===== config.mk =====
export PLATFORM = sky130hd
export DESIGN_NAME = sysid_read_arbiter_flat
export DESIGN_NICKNAME = d
export VERILOG_FILES = /design/src/rtl/sysid_read_arbiter_if.sv /design/src/rtl/sysid_read_arbiter.sv /design/src/flat_wrapper.sv
export SDC_FILE = /design/constraint.sdc
export NUM_CORES = 1
export LEC_CHECK = 0
export ABC_AREA = 1
export BUFFER_PORTS_ARGS = -buffer_cell sky130_fd_sc_hd__buf_2
export CORE_ASPECT_RATIO = 0.7
export CORE_MARGIN = 1
export CORE_UTILIZATION = 35
export CTS_BUF_LIST = sky130_fd_sc_hd__clkbuf_16
export CTS_CLUSTER_DIAMETER = 120
export DETAILED_ROUTE_END_ITERATION = 6
export GPL_ROUTABILITY_DRIVEN = 0
export GPL_TIMING_DRIVEN = 0
export SLEW_MARGIN = 20
export SYNTH_ARGS = -nofsm -noshare
export SYNTH_HDL_FRONTEND = slang
export SYNTH_SLANG_ARGS = --single-unit
export TNS_END_PERCENT = 5

===== constraint.sdc =====
create_clock -name clock -period 2.2 [get_ports clock]
set_input_delay 0.33 -clock clock [delete_from_list [all_inputs] [get_ports clock]]
set_output_delay 0.33 -clock clock [all_outputs]
set_load 0.01 [all_outputs]

===== src/rtl/sysid_read_arbiter_if.sv =====
// Avalon-MM read-only master port used by each requester of the system-ID slave.
// The arbiter sees the slave side, the requesting master sees the master side.
interface sysid_read_arbiter_if;
    logic        read;
    logic        address;
    logic        waitrequest;
    logic [31:0] readdata;
    logic        readdatavalid;

    modport master (
        output read,
        output address,
        input  waitrequest,
        input  readdata,
        input  readdatavalid
    );

    modport slave (
        input  read,
        input  address,
        output waitrequest,
        output readdata,
        output readdatavalid
    );
endinterface


===== src/rtl/sysid_read_arbiter.sv =====
// Round-robin read arbiter sharing the combinational sysid control slave between two
// Avalon-MM masters; holds sid_address for ACCESS_CYCLES before capturing the data.
//
// state     | meaning
// ----------+---------------------------------------------------------------
// ST_IDLE   | no read in progress; one granted request may be accepted
// ST_ACCESS | sid_address driven, counting down settle cycles to capture
module sysid_read_arbiter #(
    parameter int ACCESS_CYCLES = 1
) (
    input  logic                 clock,
    input  logic                 reset,
    sysid_read_arbiter_if.slave  m0,
    sysid_read_arbiter_if.slave  m1,
    output logic                 sid_address,
    input  logic [31:0]          sid_readdata,
    output logic                 busy
);

    typedef enum logic {
        ST_IDLE   = 1'b0,
        ST_ACCESS = 1'b1
    } state_t;

    // Counter reloads with one less than the settle time so that terminal count
    // lands on the last ACCESS cycle.
    localparam logic [3:0] CNT_LOAD = 4'(ACCESS_CYCLES - 1);

    state_t     state;
    state_t     state_nxt;
    logic       rr_ptr;
    logic       owner;
    logic [3:0] cnt;
    logic       grant_valid;
    logic       grant_id;
    logic       accept;
    logic       cnt_done;

    always_comb begin
        grant_valid = 1'b0;
        grant_id    = 1'b0;
        if (m0.read && m1.read) begin
            grant_valid = 1'b1;
            grant_id    = rr_ptr;
        end else if (m0.read) begin
            grant_valid = 1'b1;
            grant_id    = 1'b0;
        end else if (m1.read) begin
            grant_valid = 1'b1;
            grant_id    = 1'b1;
        end
    end

    assign cnt_done = (cnt == 4'd0);
    assign accept   = (state == ST_IDLE) && grant_valid && !reset;

    // Waitrequest is combinational so a read can be accepted in the cycle it rises.
    assign m0.waitrequest = !(accept && (grant_id == 1'b0));
    assign m1.waitrequest = !(accept && (grant_id == 1'b1));
    assign busy           = (state == ST_ACCESS);

    always_comb begin
        state_nxt = state;
        case (state)
            ST_IDLE: begin
                if (accept) state_nxt = ST_ACCESS;
            end
            ST_ACCESS: begin
                if (cnt_done) state_nxt = ST_IDLE;
            end
            default: state_nxt = ST_IDLE;
        endcase
    end

    always_ff @(posedge clock or posedge reset) begin
        if (reset) begin
            state       <= ST_IDLE;
            rr_ptr      <= 1'b0;
            owner       <= 1'b0;
            cnt         <= 4'd0;
            sid_address <= 1'b0;
        end else begin
            state <= state_nxt;
            if (accept) begin
                sid_address <= grant_id ? m1.address : m0.address;
                owner       <= grant_id;
                cnt         <= CNT_LOAD;
                rr_ptr      <= ~grant_id;
            end else if ((state == ST_ACCESS) && !cnt_done) begin
                cnt <= cnt - 4'd1;
            end
        end
    end

    // Read data returns only to the owner; the other master's outputs are untouched.
    always_ff @(posedge clock or posedge reset) begin
        if (reset) begin
            m0.readdata      <= 32'd0;
            m0.readdatavalid <= 1'b0;
            m1.readdata      <= 32'd0;
            m1.readdatavalid <= 1'b0;
        end else begin
            m0.readdatavalid <= 1'b0;
            m1.readdatavalid <= 1'b0;
            if ((state == ST_ACCESS) && cnt_done) begin
                if (owner) begin
                    m1.readdata      <= sid_readdata;
                    m1.readdatavalid <= 1'b1;
                end else begin
                    m0.readdata      <= sid_readdata;
                    m0.readdatavalid <= 1'b1;
                end
            end
        end
    end

endmodule


===== src/flat_wrapper.sv =====
// flat-port wrapper written by rule: the top's interface ports become plain ports
module sysid_read_arbiter_flat 
#(
    parameter int ACCESS_CYCLES = 1
)
  (clock, reset, sid_address, sid_readdata, busy, m0_read, m0_address, m0_waitrequest, m0_readdata, m0_readdatavalid, m1_read, m1_address, m1_waitrequest, m1_readdata, m1_readdatavalid);
  sysid_read_arbiter_if m0_i ();
  sysid_read_arbiter_if m1_i ();
  input  logic clock;
  input  logic reset;
  output logic sid_address;
  input  logic [31:0] sid_readdata;
  output logic busy;
  input wire logic [$bits(m0_i.read)-1:0] m0_read;
  input wire logic [$bits(m0_i.address)-1:0] m0_address;
  output wire logic [$bits(m0_i.waitrequest)-1:0] m0_waitrequest;
  output wire logic [$bits(m0_i.readdata)-1:0] m0_readdata;
  output wire logic [$bits(m0_i.readdatavalid)-1:0] m0_readdatavalid;
  input wire logic [$bits(m1_i.read)-1:0] m1_read;
  input wire logic [$bits(m1_i.address)-1:0] m1_address;
  output wire logic [$bits(m1_i.waitrequest)-1:0] m1_waitrequest;
  output wire logic [$bits(m1_i.readdata)-1:0] m1_readdata;
  output wire logic [$bits(m1_i.readdatavalid)-1:0] m1_readdatavalid;
  assign m0_i.read = m0_read;
  assign m0_i.address = m0_address;
  assign m0_waitrequest = m0_i.waitrequest;
  assign m0_readdata = m0_i.readdata;
  assign m0_readdatavalid = m0_i.readdatavalid;
  assign m1_i.read = m1_read;
  assign m1_i.address = m1_address;
  assign m1_waitrequest = m1_i.waitrequest;
  assign m1_readdata = m1_i.readdata;
  assign m1_readdatavalid = m1_i.readdatavalid;
  sysid_read_arbiter #(.ACCESS_CYCLES(ACCESS_CYCLES)) u_core (.clock(clock), .reset(reset), .m0(m0_i), .m1(m1_i), .sid_address(sid_address), .sid_readdata(sid_readdata), .busy(busy));
endmodule

==> results.tsv <==
stage	metric	value	unit
cts	cts_resized	0	
synth	synth-async-reset-ratio	1.000	
worst_hold_path	hold_path_class	in -> async	
die	die_h	78.43	µm
timing	period_share	0.9030	
layout	register_area	1852	µm²
cts	postCtsHoldBufs	0	
grt	grt_max_degree	33	
timing	hold_violations	0	
power	cellPowerDensity	1170	nW/µm²
worst_setup_path	path_class	reg -> out	
cts	path_clk_slew	0.06	ns
drt	drc	18	
worst_setup_path	rr_endpoint	u_core.m0.readdata[21]$_DFFE_PP0P_	
drt	drtAntennaViolNets	0	
die	fp.dieW	111.2	µm
worst_setup_path	crit_fanout	8	
drt	drtIter0Drc	147	
run_status	status	complete, but fails checks	
synth	syn_nets	364	
synth	syn_inst	325	
synth	synth_flop_cell	dfrtp_1	
drt	drt-vias-per-instance	4.541	
layout	mostFrequentLayoutCells	204 x nand2_1, 113 x buf_2, 74 x dfrtp_1, 9 x clkbuf_16, 8 x inv_1	
worst_setup_path	cp-endpoint	m0_waitrequest	
timing	finalSetupViolations	0	
cts	cts_max_level	3	
die	ioPinCount	108	
layout	nets	484	
die	core.rowCount	27	
timing	rsz0062_at_grt	false	
synth	syn_area_per_cell	8.986	µm²
grt	grt.overflow.total	0	
worst_setup_path	r2r.worst_path.cells	9	
drt	firstDrtPassIters	6	
layout	drive_above_1_share	0.3178	
worst_setup_path	rr_startpoint	u_core.cnt[0]$_DFFE_PP0P_	
timing	final_max_slew_viol_count	0	
layout	final_common_cell	nand2_1	
grt	grt_antenna_before_repair	0	
synth	synthTopCellsByArea	dfrtp_1 63%, nand2_1 26%, buf_6 2.3%, nand3_4 1.2%, buf_2 1.0%	
drt	vias	2502	
timing	fin_crit	1.987	ns
die	coreArea	7973	µm²
drt	post_drt_wl_per_cell	12.78	µm
layout	syn_to_final_growth	34.79	%
cts	cts_sinks	74	
placed_design	hpwl	5.105	mm
timing	finClkSkew	0.005950	ns
synth	yosys_register_bits	74	
timing	finalSetupTns	0	ns
run_status	failed_checks	DRC	
cts	cts_tree	done	
worst_setup_path	worst-r2r-setup-slack	0.59	ns
power	vdd_drop_max	389.3	µV
worst_setup_path	cp.required	1.87	ns
worst_setup_path	end_kind	output pin	
synth	synth_top_cell_by_area	dfrtp_1	
synth	synth.top_cell.area_share	0.6341	
grt	grtUsageTotal	0.1768	
grt	grt_pass1_vias	2406	
layout	multi_input_area	927.1	µm²
power	leakage	2.266	nW
placed_design	io_buffer_count	107	
cts	clk_path_buf_depth	2	
layout	n_antenna_cell	0	
power	finalPower	4.604	mW
die	die_area	8719	µm²
cts	cts_root_buf	clkbuf_16	
layout	fillCellCount	774	
worst_setup_path	cp-startpoint	u_core.busy$_DFF_PP0_	
timing	tightest_slew	0.5146	ns
worst_setup_path	startpoint_type	register	
worst_setup_path	arrival	1.66	ns
synth	ys_seq_area_frac	0.6341	
timing	timing.slew.headroom	0.6562	
flow_run	max_cap_viol_count	0	
drt	wl	7.043	mm
synth	yosys_warnings	0	
layout	fin_util	0.4937	
timing	max_freq	503.4	MHz
timing	whs	0.05235	ns
cts	clock_latency	0.32	ns
die	start_util	0.3663	
cts	cts_buffers	9	
synth	ys_types	19	
cts	post_cts_buffers	0	
synth	synth_edf_count	0	
synth	syn_area	2920	µm²
grt	grt_pass1_wl	11.92	mm
## per-stage QoR
step / setup WS (ns) / area [µm²] / cells
6_report: 0.2135 / 3936 / 551
3_3_place_gp: 0.4402 / 3586 / 533
3_5_place_dp: 0.5543 / 3626 / 535
4_1_cts: 0.1898 / 3936 / 551
5_1_grt: 0.09829 / 3936 / 551
2_1_floorplan: 0.7997 / 2924 / 325
## synthesized netlist by cell type, types with 2 or more instances
cell type / instances
buf_2: 6
dfrtp_1: 74
nand3_4: 2
nand2_1: 204
o21ai_0: 3
clkinv_2: 2
nor2_1: 5
buf_6: 6
nand3_1: 6
inv_1: 8
## final cells by class
cell class / count / area share
flip-flops and latches: 74 / 0.4704
well taps: 101 / 0.03210
multi-input cells: 228 / 0.2355
repair buffers: 109 / 0.1462
clock inverters: 7 / 0.02161
plain buffers: 12 / 0.02479
inverters: 11 / 0.01208
clock buffers: 9 / 0.05722
## kinds of logic (layout without fill, tap and decap cells)
family                   count (synthesis)  count (layout)  synth area share
AND/OR/NAND/NOR                        219             219            0.2969
buffers and inverters                   23             148           0.04841
AO/OA/AOI/OAI                            8               8           0.01628
flip-flops                              74              74            0.6341
adder cells (fa/ha/maj)                  1               1          0.004284
## power by group
group / leakage, nW / total, mW / switching [mW] / internal [mW]
Clock: 0.154 / 1.52 / 0.537 / 0.980
Combinational: 1.19 / 1.14 / 0.660 / 0.480
Sequential: 0.921 / 1.95 / 0.203 / 1.74
Total: 2.27 / 4.60 / 1.40 / 3.20
## registers in the layout (all words and copies together) (netlist names)
name                     cells
u_core.m0.readdata          32
u_core.owner                 1
u_core.busy                  1
u_core.m0.readdatavalid      1
u_core.rr_ptr                1
u_core.sid_address           1
u_core.m1.readdatavalid      1
u_core.cnt                   4
u_core.m1.readdata          32
## how the worst min path moves through the flow
stage	from	to	slack, ns	cells after the start
5_1_grt	reset	u_core.m0.readdata[20]$_DFFE_PP0P_	0.08	2
6_report	reset	u_core.cnt[3]$_DFFE_PP0P_	0.05	2
3_3_place_gp	u_core.m1.readdata[0]$_DFFE_PP0P_	u_core.m1.readdata[0]$_DFFE_PP0P_	0.46	2
2_1_floorplan	sid_readdata[0]	u_core.m0.readdata[0]$_DFFE_PP0P_	0.44	2
4_1_cts	reset	u_core.rr_ptr$_DFFE_PP0P_	0.06	2
3_5_place_dp	reset	u_core.rr_ptr$_DFFE_PP0P_	0.42	2
## layer usage
metal,track usage,up-vias,share of wire,wire length [µm]
li1,-,1233,-,-
met1,0.2436,1172,0.47,3307
met2,0.2669,92,0.43,3063
met3,0.06255,5,0.089,628
met4,0.04054,0,0.0061,43
met5,0,-,0,0
## worst max-delay path: stages (launching register included)
cell     delay, ns
dfrtp_1       0.51
nor2_1        0.27
o21ai_2       0.18
nor2_1        0.17
inv_1         0.07
buf_2         0.13
No activity file was read; power rests on OpenSTA's default activity.
